===== src/rtl/fetch_stage_if.sv =====
// Instruction-side SRAM-like request channel between the fetch stage and
// instruction memory.
//   inst_req      fetch -> mem   request valid
//   inst_addr     fetch -> mem   request address, stable while inst_req held
//   inst_addr_ok  mem -> fetch   request accepted this cycle
interface fetch_stage_if;
    logic        inst_req;
    logic [31:0] inst_addr;
    logic        inst_addr_ok;

    modport master (
        output inst_req,
        output inst_addr,
        input  inst_addr_ok
    );

    modport slave (
        input  inst_req,
        input  inst_addr,
        output inst_addr_ok
    );
endinterface


===== src/rtl/fetch_stage.sv =====
// Fetch stage feeding decode. Owns the fetch PC, issues one instruction
// request at a time, and keeps a single fetch slot (valid/pc/cancel/exc)
// whose data decode takes directly from the memory return path.
//   clk, resetn        clock and asynchronous active-low reset
//   inst               instruction request channel (master side)
//   ready_i, done_i    decode advances / decode finished with the slot
//   redirect_valid/pc  kill slot and younger fetches, restart at redirect_pc
//   valid_o, pc_o      slot occupancy and PC
//   cancelled_o        slot killed; decode drains and drops it
//   exc_o, exccode_o   slot carries a fetch address error (AdEL = 5'h04)
module fetch_stage #(
    parameter logic [31:0] RESET_PC = 32'hBFC00000
) (
    input  logic                 clk,
    input  logic                 resetn,
    fetch_stage_if.master        inst,
    input  logic                 ready_i,
    input  logic                 done_i,
    input  logic                 redirect_valid,
    input  logic [31:0]          redirect_pc,
    output logic                 valid_o,
    output logic [31:0]          pc_o,
    output logic                 cancelled_o,
    output logic                 exc_o,
    output logic [4:0]           exccode_o
);
    localparam logic [4:0] EXC_ADEL = 5'h04;

    typedef enum logic [1:0] {RUN, HOLD, HALT} state_t;

    state_t      state_reg, state_next;
    logic [31:0] fetch_pc_reg, fetch_pc_next;
    logic        redir_pend_reg, redir_pend_next;
    logic [31:0] redir_pc_q_reg, redir_pc_q_next;
    logic        valid_reg, valid_next;
    logic [31:0] pc_reg, pc_next;
    logic        cancelled_reg, cancelled_next;
    logic        exc_reg, exc_next;
    logic [4:0]  exccode_reg, exccode_next;

    logic slot_release;
    logic slot_free;
    logic req_int;
    logic fetch_load;
    logic exc_load;

    assign slot_release = valid_reg & ready_i & done_i;
    assign slot_free    = ~valid_reg | slot_release;

    // While reset is held the request is forced low so that an in-flight
    // handshake is withdrawn the instant reset asserts.
    assign inst.inst_req  = req_int & resetn;
    // The address is always the fetch PC: it is not advanced or redirected
    // until the outstanding request is accepted, so it stays stable in HOLD.
    assign inst.inst_addr = fetch_pc_reg;

    assign valid_o     = valid_reg;
    assign pc_o        = pc_reg;
    assign cancelled_o = cancelled_reg;
    assign exc_o       = exc_reg;
    assign exccode_o   = exccode_reg;

    always_comb begin
        state_next      = state_reg;
        fetch_pc_next   = fetch_pc_reg;
        redir_pend_next = redir_pend_reg;
        redir_pc_q_next = redir_pc_q_reg;
        valid_next      = valid_reg;
        pc_next         = pc_reg;
        cancelled_next  = cancelled_reg;
        exc_next        = exc_reg;
        exccode_next    = exccode_reg;
        req_int         = 1'b0;
        exc_load        = 1'b0;
        fetch_load      = 1'b0;

        unique case (state_reg)
            RUN: begin
                if (slot_free) begin
                    if (fetch_pc_reg[1:0] == 2'b00) begin
                        req_int = 1'b1;
                    end else if (!redirect_valid) begin
                        // A simultaneous redirect makes the bad PC dead,
                        // so the exception is only raised without one.
                        exc_load   = 1'b1;
                        state_next = HALT;
                    end
                end
            end
            HOLD: req_int = 1'b1;
            default: ;
        endcase

        if (req_int) begin
            if (inst.inst_addr_ok) begin
                fetch_load      = 1'b1;
                state_next      = RUN;
                redir_pend_next = 1'b0;
                if (redirect_valid)
                    fetch_pc_next = redirect_pc;
                else if (redir_pend_reg)
                    fetch_pc_next = redir_pc_q_reg;
                else
                    fetch_pc_next = fetch_pc_reg + 32'd4;
            end else begin
                state_next = HOLD;
                // The held request is now dead; remember where to restart.
                // A later redirect simply overwrites the target.
                if (redirect_valid) begin
                    redir_pend_next = 1'b1;
                    redir_pc_q_next = redirect_pc;
                end
            end
        end else if (redirect_valid) begin
            fetch_pc_next = redirect_pc;
            state_next    = RUN;
        end

        if (slot_release) begin
            valid_next     = 1'b0;
            cancelled_next = 1'b0;
            exc_next       = 1'b0;
            exccode_next   = 5'h00;
        end else if (redirect_valid && valid_reg) begin
            cancelled_next = 1'b1;
        end

        if (fetch_load) begin
            valid_next     = 1'b1;
            pc_next        = fetch_pc_reg;
            cancelled_next = redir_pend_reg | redirect_valid;
            exc_next       = 1'b0;
            exccode_next   = 5'h00;
        end else if (exc_load) begin
            valid_next     = 1'b1;
            pc_next        = fetch_pc_reg;
            cancelled_next = 1'b0;
            exc_next       = 1'b1;
            exccode_next   = EXC_ADEL;
        end
    end

    always_ff @(posedge clk or negedge resetn) begin
        if (!resetn) begin
            state_reg      <= RUN;
            fetch_pc_reg   <= RESET_PC;
            redir_pend_reg <= 1'b0;
            redir_pc_q_reg <= 32'h0;
            valid_reg      <= 1'b0;
            pc_reg         <= 32'h0;
            cancelled_reg  <= 1'b0;
            exc_reg        <= 1'b0;
            exccode_reg    <= 5'h00;
        end else begin
            state_reg      <= state_next;
            fetch_pc_reg   <= fetch_pc_next;
            redir_pend_reg <= redir_pend_next;
            redir_pc_q_reg <= redir_pc_q_next;
            valid_reg      <= valid_next;
            pc_reg         <= pc_next;
            cancelled_reg  <= cancelled_next;
            exc_reg        <= exc_next;
            exccode_reg    <= exccode_next;
        end
    end
endmodule


===== src/flat_wrapper.sv =====
// flat-port wrapper written by rule: the top's interface ports become plain ports
module fetch_stage_flat 
#(
    parameter logic [31:0] RESET_PC = 32'hBFC00000
)
  (clk, resetn, ready_i, done_i, redirect_valid, redirect_pc, valid_o, pc_o, cancelled_o, exc_o, exccode_o, inst_inst_req, inst_inst_addr, inst_inst_addr_ok);
  fetch_stage_if inst_i ();
  input  logic clk;
  input  logic resetn;
  input  logic ready_i;
  input  logic done_i;
  input  logic redirect_valid;
  input  logic [31:0] redirect_pc;
  output logic valid_o;
  output logic [31:0] pc_o;
  output logic cancelled_o;
  output logic exc_o;
  output logic [4:0] exccode_o;
  output wire logic [$bits(inst_i.inst_req)-1:0] inst_inst_req;
  output wire logic [$bits(inst_i.inst_addr)-1:0] inst_inst_addr;
  input wire logic [$bits(inst_i.inst_addr_ok)-1:0] inst_inst_addr_ok;
  assign inst_inst_req = inst_i.inst_req;
  assign inst_inst_addr = inst_i.inst_addr;
  assign inst_i.inst_addr_ok = inst_inst_addr_ok;
  fetch_stage #(.RESET_PC(RESET_PC)) u_core (.clk(clk), .resetn(resetn), .inst(inst_i), .ready_i(ready_i), .done_i(done_i), .redirect_valid(redirect_valid), .redirect_pc(redirect_pc), .valid_o(valid_o), .pc_o(pc_o), .cancelled_o(cancelled_o), .exc_o(exc_o), .exccode_o(exccode_o));
endmodule

===== config.mk =====
export PLATFORM = sky130hd
export DESIGN_NAME = fetch_stage_flat
export DESIGN_NICKNAME = d
export VERILOG_FILES = /design/src/rtl/fetch_stage_if.sv /design/src/rtl/fetch_stage.sv /design/src/flat_wrapper.sv
export SDC_FILE = /design/constraint.sdc
export NUM_CORES = 1
export LEC_CHECK = 0
export BUFFER_PORTS_ARGS = -buffer_cell sky130_fd_sc_hd__buf_4
export CORE_MARGIN = 1.5
export CORE_UTILIZATION = 50
export CTS_BUF_LIST = sky130_fd_sc_hd__clkbuf_2 sky130_fd_sc_hd__clkbuf_4 sky130_fd_sc_hd__clkbuf_8
export DETAILED_ROUTE_END_ITERATION = 10
export HOLD_SLACK_MARGIN = 0.08
export PLACE_DENSITY = 0.74
export SYNTH_ARGS = -nofsm -noshare
export SYNTH_HDL_FRONTEND = slang
export SYNTH_SLANG_ARGS = --single-unit

===== constraint.sdc =====
create_clock -name clk -period 3.45 [get_ports clk]
set_input_delay 0.1725 -clock clk [delete_from_list [all_inputs] [get_ports clk]]
set_output_delay 0.1725 -clock clk [all_outputs]
set_load 0.02 [all_outputs]

==> impl_metrics.ini <==
[status]
outcome = finished clean

[yosys]
yosys_warnings = 0
synth_top_flop_cell = dfrtp_1
synth_top_cell_by_area = dfrtp_1
syn_inst = 510
yosysTopAreaCellShare_pct = 43.6
ys_ff_latch = 102
syn_area_per_cell_um2 = 10.5
synth_edf_count = 0
synth_compound_area_share_pct = 16.4
synthArstFlopShare_pct = 100
synthAdderAreaFrac_pct = 0.234
synthMuxAreaShare_pct = 15.1
synth_simple_gate_area_share_pct = 14.5
synth_seq_area_share_pct = 48.0
netlist_area_mm2 = 0.00534
synth_top_family_by_area = compound AO/OA/AOI/OAI gates
synth_xor_area_share_pct = 1.31
yosysUniqueCellTypes = 64
synth_area_leaders = dfrtp_1, mux2_2, dfstp_2

[clock_network]
post_cts_buffers = 0
clockRootBuffer = clkbuf_8
clk_path_buf_depth = 2
ctsHoldBuffers = 34
numCtsBuffers = 9
clk_pin_slew_ns = 0.09
cts_tree = done
cts_max_level = 3
cts_resized = 0
cts_sinks = 102
insertion_delay_ns = 0.38

[sta]
hold_ws_ns = 0.179
relSlewSlack_pct = 37.1
fin_setup_tns_ns = 0
setup_ws_ns = 0.836
rsz0062_at_grt = no
hold_viol_final = 0
drv_slew = 0
tightestPinTransition_ns = 0.942
max_freq_mhz = 383
fin_crit_ns = 2.61
period_share_pct = 75.8
fin_skew_ns = 0.0137
finalSetupViolations = 0

[power]
power_density_mw_per_mm2 = 965
power_switching_uw = 2780
leakagePower_uw = 0.00292
pwr-share-comb_pct = 51.5
seq_power_share_pct = 37.2
p_int_uw = 3700
ir_worst_vdd_mv = 0.466
p_sw_share_pct = 42.9
clkPwrFrac_pct = 11.3
power_uw = 6470

[worst_hold_path]
min_path_cells = 3
holdCritPathClass = in2reg

[critical_path]
cp_max_fo = 20
path_class = reg2reg
arrival_ns = 2.88
endpoint_kind = flop
r2r_cells = 6
worst_ep_required_time_ns = 3.72
start_kind = flop

[global_routing]
grt_max_degree = 54
antenna_found_initial = 0
track_usage_pct = 25.2
gr-total-overflow = 0
grt_pass1_vias = 4427
grt_pass1_wl_um = 22400

[cells_and_area]
drive_gt1_share_pct = 34.9
regArea_mm2 = 0.00256
antenna_cells = 0
multi_input_area_mm2 = 0.00256
area_growth_syn_to_layout_pct = 25.6
postLayoutCoreUtil_pct = 65.0
fin_nets = 671
nFillCells = 817

[route]
drc_errors = 0
drt-initial-drc-count = 219
wire_per_inst_um = 17.8
post_drt_via_cell_ratio = 5.90
vias = 4562
drt_pass1_iterations = 5
ant_nets = 0
routed_wl_um = 13700

[floorplan]
core_area_mm2 = 0.0103
die-area_mm2 = 0.0113
rows = 37
initial_core_util_pct = 51.7
ios = 111
die_y_um = 106
dieWidth_um = 106

[place]
io_buffer_count = 106
dp_slack_ns = 0.889
hpwlAfterDp_um = 9230
place_congestion = 0.860

[job]
drv_cap = 0
[synthesized netlist by cell type (all sizes together), types with 5 or more instances]
| cell type | n |
|---|---|
| or3 | 5 |
| nor2 | 39 |
| mux2 | 67 |
| nand4 | 9 |
| inv | 8 |
| dfstp | 9 |
| a211oi | 13 |
| o22ai | 9 |
| nand2 | 33 |
| nand3 | 13 |
| a21oi | 43 |
| dfrtp | 93 |
| o31ai | 7 |
| nor3 | 11 |
| o211ai | 7 |
| clkbuf | 13 |
| buf | 27 |
| mux2i | 5 |
| xor2 | 5 |
| and3 | 9 |
| o21a | 6 |
| nor4 | 6 |
| o21ai | 21 |
| nand2b | 7 |
[path summary, 6_finish.rpt]
path / startpoint / endpoint / slack (ns)
max in group asynchronous: resetn / u_core.inst.inst_addr[11] / 1.98
min in group asynchronous: resetn / u_core.pc_o[26] / 0.37
setup reg to reg: u_core.valid_o / u_core.inst.inst_addr[13] / 0.84
hold / removal: done_i / u_core.cancelled_o / 0.18
setup / recovery: u_core.valid_o / u_core.inst.inst_addr[13] / 0.84
hold reg to reg: u_core.redir_pc_q_reg[29] / u_core.redir_pc_q_reg[29] / 0.50
[cells in the final DEF, fill, tap and decap left out, types with 4 or more instances in the layout]
cell	count
nand2_1	32
nand4_1	7
dfstp_2	9
a211o_1	4
nand3_1	13
a21oi_1	42
mux2i_1	5
mux2_2	65
and3_1	8
conb_1	4
nor2_1	38
o21ai_0	19
buf_4	114
a211oi_1	10
xor2_1	5
o31ai_1	7
clkbuf_8	12
nor3_1	11
o22ai_1	9
dfrtp_1	93
o211ai_1	7
nor4_1	5
inv_1	8
nand2b_1	7
dlygate4sd3_1	34
o21a_1	6
or3_1	5
[per-stage QoR]
stage          std cells  area [µm²]
3_3_place_gp         723        6180
2_1_floorplan        513        5350
5_1_grt              773        6710
4_1_cts              773        6710
6_report             773        6710
3_5_place_dp         723        6180
[worst max-delay path: stages, from the launching register on]
cell	delay, ns
dfrtp_1	0.41
a21bo_2	0.27
a21oi_2	0.52
o21a_1	0.52
buf_4	0.36
nor2_1	0.10
a221o_1	0.31
[power groups by stage]
stage	Sequential, µW	Combinational (µW)	Clock [µW]
floorplan	2670	1910	0
global placement	2390	3220	0
detailed placement	2420	3310	0
CTS	2400	3350	753
global route	2500	3610	789
finish	2410	3330	732
[per-layer routing]
metal	global-route usage, %	part of all wire [%]
met5	0	0
met4	9.46	2.0
met3	2.82	5.5
met2	41.0	48
met1	34.7	44
[cell families (layout without fill, tap and decap cells)]
kind of cell / count (synthesis) / in the layout
DFF: 102 / 102
buffers and inverters: 48 / 172
muxes: 72 / 72
adders and majority gates: 1 / 1
and+or+nand+nor: 145 / 145
AOI/OAI and AO/OA: 133 / 133
xor gates and xnor gates: 8 / 8
other: 1 / 4
[final cells by class]
type | instances | area share, %
Clock inverter | 3 | 0.261
Multi-Input combinational cell | 363 | 38.1
Inverter | 8 | 0.448
Timing Repair Buffer | 148 | 17.8
Sequential cell | 102 | 38.2
Clock buffer | 13 | 2.57
Tap cell | 136 | 2.54
Power figures use the tool's default switching activity.
